[src/rtl/robot_world_responder_pkg.sv]
// Shared definitions for the world-side responder of the pipe-cleaning robot.
// Holds the orientation codes (also used by the robot testbench), the map cell
// codes, the responder FSM encoding, the trash removal status codes and a few
// small helpers for orientation stepping and cell classification.
package robot_world_responder_pkg;

  typedef enum logic [3:0] {
    ORIENT_N = 4'd0,
    ORIENT_S = 4'd1,
    ORIENT_E = 4'd2,
    ORIENT_W = 4'd3
  } orient_e;

  typedef enum logic [2:0] {
    CELL_FREE   = 3'd0,
    CELL_WALL   = 3'd1,
    CELL_TRASH1 = 3'd2,
    CELL_TRASH2 = 3'd3,
    CELL_TRASH3 = 3'd4,
    CELL_UNDER  = 3'd5
  } cell_e;

  typedef enum logic [2:0] {
    ST_IDLE,
    ST_EXEC,
    ST_RD_HEAD,
    ST_RD_LEFT,
    ST_RD_UNDER,
    ST_FIN
  } state_e;

  typedef enum logic [1:0] {
    TRS_NONE     = 2'b00,
    TRS_NO_TRASH = 2'b01,
    TRS_LOWERING = 2'b10,
    TRS_CLEARED  = 2'b11
  } trs_e;

  // Clockwise rotation N->E->S->W->N.
  function automatic orient_e turn_cw(input orient_e o);
    case (o)
      ORIENT_N: return ORIENT_E;
      ORIENT_E: return ORIENT_S;
      ORIENT_S: return ORIENT_W;
      default:  return ORIENT_N;
    endcase
  endfunction

  // Counter-clockwise rotation gives the direction of the robot's left side.
  function automatic orient_e turn_ccw(input orient_e o);
    case (o)
      ORIENT_N: return ORIENT_W;
      ORIENT_W: return ORIENT_S;
      ORIENT_S: return ORIENT_E;
      default:  return ORIENT_N;
    endcase
  endfunction

  function automatic logic is_trash(input cell_e c);
    return (c == CELL_TRASH1) || (c == CELL_TRASH2) || (c == CELL_TRASH3);
  endfunction

  // True when two or more of {front, turn, remove} are set.
  function automatic logic multi_hot(input logic [2:0] c);
    return (c[2] & c[1]) | (c[2] & c[0]) | (c[1] & c[0]);
  endfunction

endpackage

[src/rtl/robot_world_responder_if.sv]
// Map RAM bus between the world responder and the map RAM.
// map_addr/map_we/map_wdata travel from the responder (master) to the RAM
// (slave); map_rdata returns with one cycle of synchronous read latency.
interface robot_world_responder_if #(
  parameter int ADDR_W = 8
);
  logic [ADDR_W-1:0] map_addr;
  logic [2:0]        map_rdata;
  logic              map_we;
  logic [2:0]        map_wdata;

  modport master (output map_addr, map_we, map_wdata, input map_rdata);
  modport slave  (input map_addr, map_we, map_wdata, output map_rdata);
endinterface

[src/rtl/robot_world_responder_neighbour_calc.sv]
// world_neighbour_calc: combinational neighbour finder.
// Inputs : row, col (1-based pose), orient (robot heading).
// Outputs: front_row/front_col (cell ahead), left_row/left_col (cell on the
//          left), front_oob/left_oob (neighbour lies outside 1..ROWS/1..COLS).
module world_neighbour_calc
  import robot_world_responder_pkg::*;
#(
  parameter int ROWS = 10,
  parameter int COLS = 20
) (
  input  logic [4:0] row,
  input  logic [4:0] col,
  input  orient_e    orient,
  output logic [4:0] front_row,
  output logic [4:0] front_col,
  output logic [4:0] left_row,
  output logic [4:0] left_col,
  output logic       front_oob,
  output logic       left_oob
);

  localparam logic [4:0] ROWS_L = 5'(ROWS);
  localparam logic [4:0] COLS_L = 5'(COLS);

  // Stepping off row/col 1 yields 0, which is caught by the bounds test below.
  function automatic logic [9:0] step_cell(input logic [4:0] r, input logic [4:0] c,
                                           input orient_e o);
    case (o)
      ORIENT_N: return {r - 5'd1, c};
      ORIENT_S: return {r + 5'd1, c};
      ORIENT_E: return {r, c + 5'd1};
      default:  return {r, c - 5'd1};
    endcase
  endfunction

  always_comb begin
    {front_row, front_col} = step_cell(row, col, orient);
    {left_row, left_col}   = step_cell(row, col, turn_ccw(orient));
    front_oob = (front_row == 5'd0) || (front_row > ROWS_L) ||
                (front_col == 5'd0) || (front_col > COLS_L);
    left_oob  = (left_row == 5'd0) || (left_row > ROWS_L) ||
                (left_col == 5'd0) || (left_col > COLS_L);
  end

endmodule

[src/rtl/robot_world_responder.sv]
// robot_world_responder: world-side responder for the pipe-cleaning robot.
// On each robot_tick it executes one command (front/turn/remove) against the
// cached front cell, writes lowered trash back to the map RAM, then re-reads
// the front, left and current cells to refresh the four sensors.
// Ports:
//   clock_50, reset_key (async, active-low)
//   robot_tick, front, turn, remove    : command strobe and command bits
//   map_bus (master)                   : map RAM address/write/read bus
//   head, left, barrier, under         : registered sensors
//   sensors_valid                      : sensors match the current pose
//   robot_row/column/orientation       : pose
//   trash_removal_state                : result of the last remove
//   cmd_error, collision, overrun      : one-cycle status pulses
module robot_world_responder
  import robot_world_responder_pkg::*;
#(
  parameter int ROWS     = 10,
  parameter int COLS     = 20,
  parameter int ROW_INIT = 1,
  parameter int COL_INIT = 1,
  parameter int ADDR_W   = 8
) (
  input  logic       clock_50,
  input  logic       reset_key,
  input  logic       robot_tick,
  input  logic       front,
  input  logic       turn,
  input  logic       remove,
  robot_world_responder_if.master map_bus,
  output logic       head,
  output logic       left,
  output logic       barrier,
  output logic       under,
  output logic       sensors_valid,
  output logic [4:0] robot_row,
  output logic [4:0] robot_column,
  output logic [3:0] robot_orientation,
  output logic [1:0] trash_removal_state,
  output logic       cmd_error,
  output logic       collision,
  output logic       overrun
);

  state_e      state_q, state_d;
  logic [4:0]  row_q, row_d, col_q, col_d;
  orient_e     orient_q, orient_d;
  cell_e       front_cell_q, front_cell_d;
  logic        left_wall_q, left_wall_d;
  logic        head_q, head_d, left_q, left_d, barrier_q, barrier_d, under_q, under_d;
  logic        valid_q, valid_d;
  trs_e        trs_q, trs_d;
  logic        cmd_error_q, cmd_error_d, collision_q, collision_d, overrun_q, overrun_d;
  logic        map_we_q, map_we_d;
  logic [2:0]  map_wdata_q, map_wdata_d;
  logic [2:0]  cmd_q, cmd_d;

  logic [4:0]  front_row, front_col, left_row, left_col;
  logic        front_oob, left_oob;
  logic [ADDR_W-1:0] map_addr;
  cell_e       rd_cell;

  world_neighbour_calc #(.ROWS(ROWS), .COLS(COLS)) u_neighbour (
    .row       (row_q),
    .col       (col_q),
    .orient    (orient_q),
    .front_row (front_row),
    .front_col (front_col),
    .left_row  (left_row),
    .left_col  (left_col),
    .front_oob (front_oob),
    .left_oob  (left_oob)
  );

  function automatic logic [ADDR_W-1:0] cell_addr(input logic [4:0] r, input logic [4:0] c);
    logic [ADDR_W-1:0] r0, c0;
    r0 = ADDR_W'(r) - ADDR_W'(1);
    c0 = ADDR_W'(c) - ADDR_W'(1);
    return r0 * ADDR_W'(COLS) + c0;
  endfunction

  // EXEC shares the front address with RD_HEAD so a remove write lands on the
  // cell ahead; RD_UNDER and the idle states point at the current cell.
  always_comb begin
    case (state_q)
      ST_EXEC, ST_RD_HEAD: map_addr = cell_addr(front_row, front_col);
      ST_RD_LEFT:          map_addr = cell_addr(left_row, left_col);
      default:             map_addr = cell_addr(row_q, col_q);
    endcase
  end

  assign rd_cell = cell_e'(map_bus.map_rdata);

  // Next-state logic. The write is decided at tick acceptance so map_we is high
  // during EXEC and the following RD_HEAD read already sees the lowered trash.
  always_comb begin
    state_d      = state_q;
    row_d        = row_q;
    col_d        = col_q;
    orient_d     = orient_q;
    front_cell_d = front_cell_q;
    left_wall_d  = left_wall_q;
    head_d       = head_q;
    left_d       = left_q;
    barrier_d    = barrier_q;
    under_d      = under_q;
    valid_d      = valid_q;
    trs_d        = trs_q;
    cmd_d        = cmd_q;
    map_wdata_d  = map_wdata_q;
    map_we_d     = 1'b0;
    cmd_error_d  = 1'b0;
    collision_d  = 1'b0;
    overrun_d    = robot_tick && (state_q != ST_IDLE);
    case (state_q)
      ST_IDLE: begin
        if (robot_tick) begin
          state_d = ST_EXEC;
          valid_d = 1'b0;
          cmd_d   = {front, turn, remove};
          if (remove && !multi_hot({front, turn, remove}) && is_trash(front_cell_q)) begin
            map_we_d    = 1'b1;
            map_wdata_d = (front_cell_q == CELL_TRASH1) ? CELL_FREE : front_cell_q - 3'd1;
          end
        end
      end
      ST_EXEC: begin
        state_d = ST_RD_HEAD;
        trs_d   = TRS_NONE;
        if (multi_hot(cmd_q)) begin
          cmd_error_d = 1'b1;
        end else if (cmd_q[2]) begin
          if (front_cell_q == CELL_FREE || front_cell_q == CELL_UNDER) begin
            row_d = front_row;
            col_d = front_col;
          end else begin
            collision_d = 1'b1;
          end
        end else if (cmd_q[1]) begin
          orient_d = turn_cw(orient_q);
        end else if (cmd_q[0]) begin
          if (!is_trash(front_cell_q))
            trs_d = TRS_NO_TRASH;
          else if (front_cell_q == CELL_TRASH1)
            trs_d = TRS_CLEARED;
          else
            trs_d = TRS_LOWERING;
        end
      end
      ST_RD_HEAD: state_d = ST_RD_LEFT;
      ST_RD_LEFT: begin
        state_d      = ST_RD_UNDER;
        front_cell_d = front_oob ? CELL_WALL : rd_cell;
      end
      ST_RD_UNDER: begin
        state_d     = ST_FIN;
        left_wall_d = left_oob || (rd_cell == CELL_WALL);
      end
      ST_FIN: begin
        state_d   = ST_IDLE;
        head_d    = (front_cell_q == CELL_WALL);
        barrier_d = is_trash(front_cell_q);
        left_d    = left_wall_q;
        under_d   = (rd_cell == CELL_UNDER);
        valid_d   = 1'b1;
      end
      default: state_d = ST_IDLE;
    endcase
  end

  // Reset drops any pending write and restarts with a full sensor refresh.
  always_ff @(posedge clock_50 or negedge reset_key) begin
    if (!reset_key) begin
      state_q      <= ST_RD_HEAD;
      row_q        <= 5'(ROW_INIT);
      col_q        <= 5'(COL_INIT);
      orient_q     <= ORIENT_N;
      front_cell_q <= CELL_FREE;
      left_wall_q  <= 1'b0;
      head_q       <= 1'b0;
      left_q       <= 1'b0;
      barrier_q    <= 1'b0;
      under_q      <= 1'b0;
      valid_q      <= 1'b0;
      trs_q        <= TRS_NONE;
      cmd_q        <= 3'b000;
      map_wdata_q  <= 3'b000;
      map_we_q     <= 1'b0;
      cmd_error_q  <= 1'b0;
      collision_q  <= 1'b0;
      overrun_q    <= 1'b0;
    end else begin
      state_q      <= state_d;
      row_q        <= row_d;
      col_q        <= col_d;
      orient_q     <= orient_d;
      front_cell_q <= front_cell_d;
      left_wall_q  <= left_wall_d;
      head_q       <= head_d;
      left_q       <= left_d;
      barrier_q    <= barrier_d;
      under_q      <= under_d;
      valid_q      <= valid_d;
      trs_q        <= trs_d;
      cmd_q        <= cmd_d;
      map_wdata_q  <= map_wdata_d;
      map_we_q     <= map_we_d;
      cmd_error_q  <= cmd_error_d;
      collision_q  <= collision_d;
      overrun_q    <= overrun_d;
    end
  end

  assign map_bus.map_addr    = map_addr;
  assign map_bus.map_we      = map_we_q;
  assign map_bus.map_wdata   = map_wdata_q;
  assign head                = head_q;
  assign left                = left_q;
  assign barrier             = barrier_q;
  assign under               = under_q;
  assign sensors_valid       = valid_q;
  assign robot_row           = row_q;
  assign robot_column        = col_q;
  assign robot_orientation   = orient_q;
  assign trash_removal_state = trs_q;
  assign cmd_error           = cmd_error_q;
  assign collision           = collision_q;
  assign overrun             = overrun_q;

endmodule
[src/flat_wrapper.sv]
// flat-port wrapper written by rule: the top's interface ports become plain ports
module robot_world_responder_flat import robot_world_responder_pkg::*;
#(
  parameter int ROWS     = 10,
  parameter int COLS     = 20,
  parameter int ROW_INIT = 1,
  parameter int COL_INIT = 1,
  parameter int ADDR_W   = 8
)
  (clock_50, reset_key, robot_tick, front, turn, remove, head, left, barrier, under, sensors_valid, robot_row, robot_column, robot_orientation, trash_removal_state, cmd_error, collision, overrun, map_bus_map_addr, map_bus_map_we, map_bus_map_wdata, map_bus_map_rdata);
  robot_world_responder_if #(.ADDR_W(ADDR_W)) map_bus_i ();
  input  logic clock_50;
  input  logic reset_key;
  input  logic robot_tick;
  input  logic front;
  input  logic turn;
  input  logic remove;
  output logic head;
  output logic left;
  output logic barrier;
  output logic under;
  output logic sensors_valid;
  output logic [4:0] robot_row;
  output logic [4:0] robot_column;
  output logic [3:0] robot_orientation;
  output logic [1:0] trash_removal_state;
  output logic cmd_error;
  output logic collision;
  output logic overrun;
  output wire logic [$bits(map_bus_i.map_addr)-1:0] map_bus_map_addr;
  output wire logic [$bits(map_bus_i.map_we)-1:0] map_bus_map_we;
  output wire logic [$bits(map_bus_i.map_wdata)-1:0] map_bus_map_wdata;
  input wire logic [$bits(map_bus_i.map_rdata)-1:0] map_bus_map_rdata;
  assign map_bus_map_addr = map_bus_i.map_addr;
  assign map_bus_map_we = map_bus_i.map_we;
  assign map_bus_map_wdata = map_bus_i.map_wdata;
  assign map_bus_i.map_rdata = map_bus_map_rdata;
  robot_world_responder #(.ROWS(ROWS), .COLS(COLS), .ROW_INIT(ROW_INIT), .COL_INIT(COL_INIT), .ADDR_W(ADDR_W)) u_core (.clock_50(clock_50), .reset_key(reset_key), .robot_tick(robot_tick), .front(front), .turn(turn), .remove(remove), .map_bus(map_bus_i), .head(head), .left(left), .barrier(barrier), .under(under), .sensors_valid(sensors_valid), .robot_row(robot_row), .robot_column(robot_column), .robot_orientation(robot_orientation), .trash_removal_state(trash_removal_state), .cmd_error(cmd_error), .collision(collision), .overrun(overrun));
endmodule
[config.mk]
export PLATFORM = sky130hd
export DESIGN_NAME = robot_world_responder_flat
export DESIGN_NICKNAME = d
export VERILOG_FILES = /design/src/rtl/robot_world_responder_pkg.sv /design/src/rtl/robot_world_responder_if.sv /design/src/rtl/robot_world_responder_neighbour_calc.sv /design/src/rtl/robot_world_responder.sv /design/src/flat_wrapper.sv
export SDC_FILE = /design/constraint.sdc
export NUM_CORES = 1
export LEC_CHECK = 0
export BUFFER_PORTS_ARGS = -buffer_cell sky130_fd_sc_hd__clkbuf_2
export CORE_AREA = 2 2 83 85
export CTS_BUF_LIST = sky130_fd_sc_hd__clkbuf_8
export DETAILED_ROUTE_END_ITERATION = 8
export DIE_AREA = 0 0 85 87
export PLACE_DENSITY = 0.83
export SYNTH_ARGS = -nofsm -noshare
export SYNTH_HDL_FRONTEND = slang
export SYNTH_SLANG_ARGS = --single-unit
[constraint.sdc]
create_clock -name clock_50 -period 6 [get_ports clock_50]
set_input_delay 1.2 -clock clock_50 [delete_from_list [all_inputs] [get_ports clock_50]]
set_output_delay 1.2 -clock clock_50 [all_outputs]
set_load 0.01 [all_outputs]
==> impl_metrics.py <==
metrics = {
    "run_status": {
        "status": "finished clean",
    },
    "worst_hold_path": {
        "min_to": "u_core.map_bus.map_wdata[0]$_DFFE_PN0P_",
        "whs_path_depth": 2,
        "min_from": "u_core.map_bus.map_wdata[0]$_DFFE_PN0P_",
        "min_path_type": "flop to flop",
    },
    "sta": {
        "fin_worst_skew_ps": 5.98,
        "timing.final.crit_period_ps": 5780,
        "post-route-period-util": 0.964,
        "worst_pin_slew_ps": 902,
        "max_slew_margin": 0.399,
        "finalSetupViolCount": 0,
        "maxSlewViolCount": 0,
        "whs_ps": 487,
        "fin_ws_ps": 216,
        "hold_viol_final": 0,
        "fmaxAchievable_mhz": 173,
    },
    "yosys": {
        "ys_ff_latch": 36,
        "yosys-top-cells-area": "dfrtp_1 (21%), ha_1 (16%), xnor2_1 (5.3%)",
        "yosysTopAreaCell": "dfrtp_1",
        "ys_warn_count": 0,
        "synth_edf_count": 0,
        "synth.distinct_cells": 65,
        "syn_avg_cell_area_um2": 8.64,
        "synth-main-ff-cell": "dfrtp_1",
        "synth_top_area_share": 0.209,
        "syn_area_mm2": 0.00395,
        "async_flop_share": 1.00,
        "synth_cells": 457,
        "synth_seq_area_share": 0.229,
    },
    "setup_path": {
        "path_buf_inv": 2,
        "crit_arrival_ps": 4580,
        "path_cells": "inv_1, ha_1, or2_1, nand2_1, nand3_2, nor3_4, xor2_1, ha_1, ha_1, fa_1, ha_1, o21ai_0, a21oi_1, a31oi_1, xnor3_1, o211ai_2, o211ai_2, clkbuf_2",
        "startpoint_type": "flop",
        "rr_endpoint": "u_core.left_wall_q$_DFFE_PN0P_",
        "rrSetupSlack_ps": 3140,
        "timing.rr.start": "u_core.robot_orientation[0]$_DFFE_PN0P_",
        "path_common_cell": "ha_1",
        "critPathLaunch": "u_core.robot_orientation[0]$_DFFE_PN0P_",
        "reg2regPathDepth": 10,
        "criticalPathCategory": "flop to output pin",
        "crit_required_ps": 4800,
        "path_delay_family": "adder cells",
        "setup.worst_path.end_class": "output pin",
        "cp_max_fo": 6,
        "critPathSlowestCell": "dfrtp_1",
        "cpPeakStageDelay_ps": 500,
    },
    "floorplanning": {
        "io_pins": 45,
        "die_area_mm2": 0.00740,
        "die_x_um": 85,
        "die-height_um": 87,
        "initial_core_util": 0.601,
        "rows": 30,
        "core-area_mm2": 0.00657,
    },
    "clock_tree": {
        "clkTransAtPathRegs_ps": 80,
        "htree_levels": 2,
        "cts_buffers": 5,
        "tritoncts": "yes",
        "cts_hold_buf": 0,
        "cts_root_buf": "clkbuf_8",
        "ctsLongestPathBuffers": 2,
        "clock_latency_ps": 290,
        "cts_sinks": 36,
    },
    "final_layout": {
        "area_delta_synth_final_pct": 11.0,
        "layout.nets": 554,
        "final_common_cell": "ha_1",
        "insertedDiodeCount": 0,
        "final_cell_mix": "ha_1 (45), nand2_1 (42), clkbuf_2 (42)",
        "fin_cells": 571,
        "utilization": 0.667,
        "drive_above_1_share": 0.218,
    },
    "place": {
        "dp_hpwl_um": 7670,
        "port_buffers": 42,
        "place_inst": 561,
        "gp_congestion": 0.974,
        "dp_worst_setup_slack_ps": 319,
    },
    "global_route": {
        "grt_antenna_before_repair": 0,
        "grt_overflow": 0,
        "grt_pass1_vias": 3267,
        "grt_max_degree": 37,
        "grt_use_total": 0.268,
        "grt_pass1_wl_um": 15800,
    },
    "run": {
        "maxCapViolCount": 0,
    },
    "route": {
        "drc": 0,
        "wirelength_um": 9950,
        "drt-pass1-iter-count": 6,
        "drt-initial-drc-count": 269,
        "num_vias": 3471,
        "antenna_left": 0,
        "wl_per_cell_um": 17.4,
        "via_per_inst": 6.08,
    },
}
## worst max-delay path by stage
stage	slack, ps	end	cells after the start
finish	220	map_bus_map_addr[7]	18
global route	-20	map_bus_map_addr[7]	18
CTS	0.6	map_bus_map_addr[7]	17
detailed placement	320	map_bus_map_addr[7]	16
global placement	450	map_bus_map_addr[7]	17
floorplan	580	map_bus_map_addr[7]	20
## per-stage QoR
step           setup TNS, ps  instance area (um2)
2_1_floorplan              0                 3950
4_1_cts                    0                 4290
6_report                   0                 4380
3_3_place_gp               0                 4170
3_5_place_dp               0                 4170
5_1_grt                -23.3                 4380
## logic make-up (layout without fill, tap and decap cells)
kind of cell / count (synthesis) / in the layout / synth area share
AND/OR/NAND/NOR: 129 / 129 / 0.172
AO/OA/AOI/OAI: 114 / 114 / 0.191
buffers and inverters: 61 / 94 / 0.0694
adder cells (fa/ha/maj): 55 / 55 / 0.186
XOR/XNOR: 41 / 41 / 0.0979
flip-flops: 36 / 36 / 0.229
multiplexers: 20 / 20 / 0.0545
other: 1 / 2 / 0.000949
## final cells by class
cell class                 instances  area [um2]
timing repair buffer              50         270
inverter                          36         135
clock buffer                       5        68.8
fill                             522        2180
sequential                        36         907
clock inverter                     3        42.5
tap                               80         100
multi-input combinational        361        2860
## timing repair
action	in CTS	in global routing
pin swaps	0	3
gates resized for setup	1	18
setup endpoints to repair	1	2
buffers inserted	0	2
cloned	0	0
## state kept, by name (all words and copies together), names as in the netlist
signal                      cells
u_core.robot_column             5
u_core.robot_row                5
u_core.cmd_q                    3
u_core.front_cell_q             3
u_core.map_bus.map_wdata        3
u_core.state_q                  3
u_core.robot_orientation        2
u_core.trash_removal_state      2
u_core.barrier                  1
u_core.cmd_error                1
u_core.collision                1
u_core.head                     1
u_core.left                     1
u_core.left_wall_q              1
u_core.map_bus.map_we           1
u_core.overrun                  1
u_core.sensors_valid            1
u_core.under                    1
## layer usage
metal	vias to the layer above	global-route usage	part of all wire
met5	-	0	0
met4	0	0.0837	0.018
met3	21	0.0332	0.048
met2	136	0.486	0.52
met1	1651	0.330	0.42
li1	1663	-	-
## worst reg2reg max path, stage by stage, from the launching register on
cell and delay [ps]:
dfrtp_1 470, inv_1 160, ha_1 170, buf_4 220
nor3b_1 220, a211oi_1 80, a211oi_1 240, a21o_1 240
nor2_1 90, a2111oi_0 690, a21oi_1 130
## synth_stat cells, types with 3 or more instances
| cell type | instances |
|---|---|
| nor2_1 | 26 |
| nand4_1 | 3 |
| xor2_1 | 15 |
| xnor2_1 | 24 |
| and3_1 | 5 |
| a21oi_1 | 26 |
| o21ai_1 | 6 |
| nor2b_1 | 7 |
| o31ai_1 | 3 |
| mux2i_1 | 10 |
| a22oi_1 | 5 |
| o22ai_1 | 3 |
| o21ai_0 | 28 |
| or2_1 | 3 |
| nor3b_1 | 10 |
| a21oi_2 | 4 |
| nand3_1 | 7 |
| clkbuf_1 | 11 |
| ha_1 | 49 |
| buf_4 | 6 |
| a21o_1 | 7 |
| a211oi_1 | 7 |
| fa_1 | 6 |
| dfrtp_1 | 33 |
| mux2_2 | 9 |
| nand2b_1 | 4 |
| dfstp_2 | 3 |
| a311oi_1 | 3 |
| nor3_1 | 6 |
| inv_1 | 34 |
| nand3b_1 | 3 |
| buf_2 | 6 |
| nand2_1 | 42 |
Power is left out: the tool's default activity adds up to more than one toggle a clock period on the data nets, which glitch-free logic cannot reach.
